[src/rtl/pipeline_pkg.sv]
// Shared types for the MIPS pipeline control logic: register index width,
// hazard FSM states and stall-cause encoding.
package pipeline_pkg;

  localparam int REG_W = 5;

  typedef enum logic {
    RUN  = 1'b0,
    HOLD = 1'b1
  } state_t;

  typedef enum logic [2:0] {
    NONE       = 3'd0,
    LOAD_USE   = 3'd1,
    BR_ALU     = 3'd2,
    BR_LOAD    = 3'd3,
    BR_MEMLOAD = 3'd4
  } cause_t;

endpackage

[src/rtl/hazard_detect.sv]
// Combinational register-index compare between ID and the EX/MEM producers;
// yields the stall length needed and its cause.
module hazard_detect
  import pipeline_pkg::*;
#(
  parameter int REG_W = pipeline_pkg::REG_W
) (
  input  logic             id_ex_memread_i,
  input  logic             id_ex_regwrite_i,
  input  logic [REG_W-1:0] id_ex_dst_i,
  input  logic             ex_mem_memread_i,
  input  logic [REG_W-1:0] ex_mem_dst_i,
  input  logic [REG_W-1:0] if_id_rs_i,
  input  logic [REG_W-1:0] if_id_rt_i,
  input  logic             if_id_uses_rt_i,
  input  logic             if_id_branch_i,
  output logic [1:0]       need_o,
  output cause_t           cause_o
);

  logic ex_hit_s;
  logic mem_hit_s;

  // $zero is never a real dependency, so dst == 0 never matches
  assign ex_hit_s  = (id_ex_dst_i != {REG_W{1'b0}}) &&
                     ((id_ex_dst_i == if_id_rs_i) ||
                      (if_id_uses_rt_i && (id_ex_dst_i == if_id_rt_i)));
  assign mem_hit_s = (ex_mem_dst_i != {REG_W{1'b0}}) &&
                     ((ex_mem_dst_i == if_id_rs_i) ||
                      (if_id_uses_rt_i && (ex_mem_dst_i == if_id_rt_i)));

  // Priority chain ordered so the longest applicable stall wins
  always_comb begin
    need_o  = 2'd0;
    cause_o = NONE;
    if (if_id_branch_i && id_ex_memread_i && ex_hit_s) begin
      need_o  = 2'd2;
      cause_o = BR_LOAD;
    end else if (!if_id_branch_i && id_ex_memread_i && ex_hit_s) begin
      need_o  = 2'd1;
      cause_o = LOAD_USE;
    end else if (if_id_branch_i && id_ex_regwrite_i && !id_ex_memread_i && ex_hit_s) begin
      need_o  = 2'd1;
      cause_o = BR_ALU;
    end else if (if_id_branch_i && ex_mem_memread_i && mem_hit_s) begin
      need_o  = 2'd1;
      cause_o = BR_MEMLOAD;
    end else begin
      need_o  = 2'd0;
      cause_o = NONE;
    end
  end

endmodule

[src/rtl/hazard_ctrl.sv]
// Pipeline hazard controller: stall FSM, IF/ID flush and stall/flush counters.
// Optional feature macro: HAZARD_PERF_EN (performance counters).
module hazard_ctrl
  import pipeline_pkg::*;
#(
  parameter int REG_W = pipeline_pkg::REG_W,
  parameter int CNT_W = 32
) (
  input  logic             clk_i,
  input  logic             rst_i,
  input  logic             id_ex_memread_i,
  input  logic             id_ex_regwrite_i,
  input  logic [REG_W-1:0] id_ex_dst_i,
  input  logic             ex_mem_memread_i,
  input  logic [REG_W-1:0] ex_mem_dst_i,
  input  logic [REG_W-1:0] if_id_rs_i,
  input  logic [REG_W-1:0] if_id_rt_i,
  input  logic             if_id_uses_rt_i,
  input  logic             if_id_branch_i,
  input  logic             branch_taken_i,
  output logic             pc_write_o,
  output logic             ifid_write_o,
  output logic             ifid_flush_o,
  output logic             idex_bubble_o,
  output logic [CNT_W-1:0] stall_cnt_o,
  output logic [CNT_W-1:0] flush_cnt_o
);

  state_t     state_r;
  state_t     state_nxt_s;
  logic [1:0] cnt_r;
  logic [1:0] cnt_nxt_s;
  logic [1:0] need_s;
  cause_t     cause_s;
  logic       stall_s;
  logic       flush_s;

  hazard_detect #(
    .REG_W (REG_W)
  ) u_detect (
    .id_ex_memread_i  (id_ex_memread_i),
    .id_ex_regwrite_i (id_ex_regwrite_i),
    .id_ex_dst_i      (id_ex_dst_i),
    .ex_mem_memread_i (ex_mem_memread_i),
    .ex_mem_dst_i     (ex_mem_dst_i),
    .if_id_rs_i       (if_id_rs_i),
    .if_id_rt_i       (if_id_rt_i),
    .if_id_uses_rt_i  (if_id_uses_rt_i),
    .if_id_branch_i   (if_id_branch_i),
    .need_o           (need_s),
    .cause_o          (cause_s)
  );

  // FSM state and remaining-hold counter
  always_ff @(posedge clk_i or posedge rst_i) begin
    if (rst_i) begin
      state_r <= RUN;
      cnt_r   <= 2'd0;
    end else begin
      state_r <= state_nxt_s;
      cnt_r   <= cnt_nxt_s;
    end
  end

  // Next state plus raw stall/flush decisions; HOLD ignores hazard inputs
  always_comb begin
    state_nxt_s = state_r;
    cnt_nxt_s   = cnt_r;
    stall_s     = 1'b0;
    flush_s     = 1'b0;
    case (state_r)
      RUN: begin
        if (need_s != 2'd0) begin
          stall_s = 1'b1;
          if (cause_s == BR_LOAD) begin
            state_nxt_s = HOLD;
            cnt_nxt_s   = 2'd1;
          end else begin
            state_nxt_s = RUN;
          end
        end else begin
          flush_s = branch_taken_i;
        end
      end
      HOLD: begin
        stall_s   = 1'b1;
        cnt_nxt_s = cnt_r - 2'd1;
        if (cnt_r <= 2'd1) begin
          state_nxt_s = RUN;
          cnt_nxt_s   = 2'd0;
        end else begin
          state_nxt_s = HOLD;
        end
      end
      default: begin
        state_nxt_s = RUN;
        cnt_nxt_s   = 2'd0;
      end
    endcase
  end

  // Output decode; reset forces the pipeline-running values immediately
  always_comb begin
    pc_write_o    = 1'b1;
    ifid_write_o  = 1'b1;
    idex_bubble_o = 1'b0;
    ifid_flush_o  = 1'b0;
    if (rst_i) begin
      ifid_flush_o = 1'b0;
    end else if (stall_s) begin
      pc_write_o    = 1'b0;
      ifid_write_o  = 1'b0;
      idex_bubble_o = 1'b1;
    end else begin
      ifid_flush_o = flush_s;
    end
  end

`ifdef HAZARD_PERF_EN
  localparam logic [CNT_W-1:0] CNT_ONE = {{(CNT_W-1){1'b0}}, 1'b1};
  localparam logic [CNT_W-1:0] CNT_MAX = {CNT_W{1'b1}};

  logic [CNT_W-1:0] stall_cnt_r;
  logic [CNT_W-1:0] flush_cnt_r;

  // Saturating stall-cycle and flush counters
  always_ff @(posedge clk_i or posedge rst_i) begin
    if (rst_i) begin
      stall_cnt_r <= {CNT_W{1'b0}};
      flush_cnt_r <= {CNT_W{1'b0}};
    end else begin
      if (stall_s && (stall_cnt_r != CNT_MAX)) begin
        stall_cnt_r <= stall_cnt_r + CNT_ONE;
      end else begin
        stall_cnt_r <= stall_cnt_r;
      end
      if (flush_s && (flush_cnt_r != CNT_MAX)) begin
        flush_cnt_r <= flush_cnt_r + CNT_ONE;
      end else begin
        flush_cnt_r <= flush_cnt_r;
      end
    end
  end

  assign stall_cnt_o = stall_cnt_r;
  assign flush_cnt_o = flush_cnt_r;
`else
  assign stall_cnt_o = {CNT_W{1'b0}};
  assign flush_cnt_o = {CNT_W{1'b0}};
`endif

endmodule

[config.mk]
export PLATFORM = sky130hd
export DESIGN_NAME = hazard_ctrl
export DESIGN_NICKNAME = d
export VERILOG_FILES = /design/src/rtl/pipeline_pkg.sv /design/src/rtl/hazard_detect.sv /design/src/rtl/hazard_ctrl.sv
export SDC_FILE = /design/constraint.sdc
export NUM_CORES = 1
export LEC_CHECK = 0
export CAP_MARGIN = 25
export CORE_MARGIN = 1.5
export CORE_UTILIZATION = 27
export DETAILED_ROUTE_END_ITERATION = 16
export PLACE_DENSITY = 0.84
export REMOVE_ABC_BUFFERS = 1
export SYNTH_ARGS = -nofsm -noshare
export SYNTH_HDL_FRONTEND = slang
export SYNTH_SLANG_ARGS = --single-unit
[constraint.sdc]
create_clock -name clk_i -period 2.4 [get_ports clk_i]
set_input_delay 0.6 -clock clk_i [delete_from_list [all_inputs] [get_ports clk_i]]
set_output_delay 0.6 -clock clk_i [all_outputs]
set_load 0.1 [all_outputs]
==> impl_metrics.env <==
export IMPL_synth_largest_area_cell="buf_4"
export IMPL_via_per_inst=3.52
export IMPL_grt_max_degree=9
export IMPL_grt_pass1_vias=673
export IMPL_clock_sinks=3
export IMPL_drcViolationCount=0
export IMPL_die_height_um=62.3
export IMPL_routedWlPerCell_um=9.42
export IMPL_wl_mm=1.99
export IMPL_crit_path_max_incr_delay_ns=0.37
export IMPL_peakVddDrop_v=0.000232
export IMPL_yosysTopAreaCellShare_pct=51.5
export IMPL_violations="setup timing"
export IMPL_tns_ns=-1.09
export IMPL_htree_levels=1
export IMPL_power_leakage_uw=0.000649
export IMPL_synth_area_leaders="buf_4, xor2_1, xnor2_1"
export IMPL_setup_viol=4
export IMPL_gp_congestion=0.803
export IMPL_antenna_found_initial=0
export IMPL_powerDensity_nw_per_um2=594
export IMPL_synth_cell_types=26
export IMPL_outcome="finished, violations left"
export IMPL_cp_end_kind="primary output"
export IMPL_ys_async_sr_fraction_pct=100
export IMPL_yosysSeqAreaShare_pct=7.92
export IMPL_yosysMostFrequentCell="buf_4"
export IMPL_firstDrtPassIters=2
export IMPL_clock_skew_ns=0.00101
export IMPL_coreArea_um2=3360
export IMPL_yosysWarnings=0
export IMPL_cts_tree="yes"
export IMPL_drive_gt1_share_pct=35.2
export IMPL_worstSetupPathType="in -> out"
export IMPL_critPathBufInv=3
export IMPL_drt_iter0_markers=27
export IMPL_power_total_uw=768
export IMPL_worstPathArrival_ns=2.12
export IMPL_syn_area_um2=948
export IMPL_grt_pass1_wl_mm=3.12
export IMPL_slew_viol_final=0
export IMPL_diodes=0
export IMPL_vias=743
export IMPL_critPathRequiredTime_ns=1.80
export IMPL_die_area_um2=3880
export IMPL_grt_overflow=0
export IMPL_cp_slowest_cell="or3_4"
export IMPL_cap_violations=0
export IMPL_min_path_type="reg -> reg"
export IMPL_post_route_util_pct=38.5
export IMPL_start_util_pct=28.2
export IMPL_dieWidth_um=62.3
export IMPL_antenna_left=0
export IMPL_synth_edf_count=0
export IMPL_period_share_pct=113
export IMPL_period_minus_slack_ns=2.72
export IMPL_timing_hold_ws_ns=0.497
export IMPL_rsz0062_at_grt="true"
export IMPL_path_clk_slew_ns=0.04
export IMPL_io_buffers=31
export IMPL_fin_ws_ns=-0.315
export IMPL_synth_cells=116
export IMPL_avgSynthCellArea_um2=8.18
export IMPL_path_cells="buf_8, xor2_2, nor4_2, a32oi_2, or3_4, o311ai_2, buf_4, buf_12"
export IMPL_cts_path_max_buffers=2
export IMPL_worstSkewPairLatency_ns=0.24
export IMPL_path_delay_family="simple AND/OR/NAND/NOR gates"
export IMPL_hpwl_mm=1.58
export IMPL_area_growth_pct=36.4
export IMPL_grt_use_total_pct=10.0
export IMPL_fmax_mhz=368
export IMPL_synth_main_ff_cell="dfrtp_1"
export IMPL_hold_viol=0
export IMPL_cts_buffers=3
export IMPL_synth_commonest_cells="buf_4, xor2_1, xnor2_1, nand2_1, dfrtp_1"
export IMPL_rows=21
export IMPL_ys_ff_latch=3
export IMPL_root_buffer="clkbuf_4"
export IMPL_critPathMaxFanout=2
export IMPL_cp_start_kind="input pin"
export IMPL_ios=96
export IMPL_nNetsFinal=194
## where the power goes
group / leakage [µW] / total, µW / internal [µW] / switching [µW]
combinational: 0.000594 / 616 / 99.6 / 516
clock: 0.0000150 / 90.4 / 62.4 / 28.0
sequential: 0.0000404 / 61.8 / 58.2 / 3.53
## state kept, by name (all words and copies together), names as in the netlist
name / count
state_r: 1
cnt_r: 2
## logic make-up (layout without fill, tap and decap cells)
kind of cell    Yosys count  in the layout  synth area share, %
mux                       1              1                 1.19
buf+inv                  66             52                 51.8
simple gates             13             13                 7.91
compound gates           12             12                 12.3
flops                     3              3                 7.92
other cells               1             64                0.395
xor+xnor                 20             20                 18.5
## worst reg2reg max path: stages, from the launching register on
cell and delay (ns):
dfrtp_1 0.47, nand2_1 0.11, mux2_2 0.27, o31ai_1 0.06
## routing by layer
metal | routed length, µm | GRT usage (%) | up-vias
met1 | 749 | 11.3 | 329
met2 | 1010 | 18.1 | 57
met4 | 17 | 3.33 | 0
met5 | 0 | 0 | -
met3 | 213 | 2.90 | 2
li1 | - | - | 355
## metrics by stage
stage	instance area, µm²	cells	setup slack, ns
floorplan	697	114	-1.77
global placement	1220	206	-0.710
detailed placement	1220	206	-0.763
CTS	1300	211	-0.334
global route	1290	211	-0.391
finish	1290	211	-0.315
## placed cells by master, fill, tap and decap left out, drive strengths merged, types with 3 or more instances in the layout
cell type / synthesis / final
buf: 65 / 36
clkbuf: 0 / 5
clkdlybuf4s50: 0 / 7
conb: 1 / 64
dfrtp: 3 / 3
nand2: 4 / 4
xnor2: 9 / 9
xor2: 11 / 11
## worst paths after layout
path / start / end / slack [ns] / cells past startpoint
worst min register to register: cnt_r[1] / state_r / 0.50 / 2
worst max-delay path: ex_mem_dst_i[2] / idex_bubble_o / -0.32 / 8
max in group asynchronous: rst_i / state_r / 1.53 / 3
worst max register to register: state_r / cnt_r[0] / 1.40 / 3
worst min-delay path: cnt_r[1] / state_r / 0.50 / 2
min in group asynchronous: rst_i / cnt_r[1] / 0.78 / 3
## area by class of cell
type                       count  area, µm²
clock buffer                   4       26.3
fill                         382       2070
inverter                       1       3.75
multi-input combinational    110        709
sequential                     3       75.1
tap                           46       57.6
timing repair buffer          47        422
## what timing repair did
item,in CTS,in global routing
hold buffers,0,0
pin swaps,18,3
resized for setup,95,1
setup buffers,1,0
setup endpoints to repair,4,4
Power figures use the tool's default switching activity.
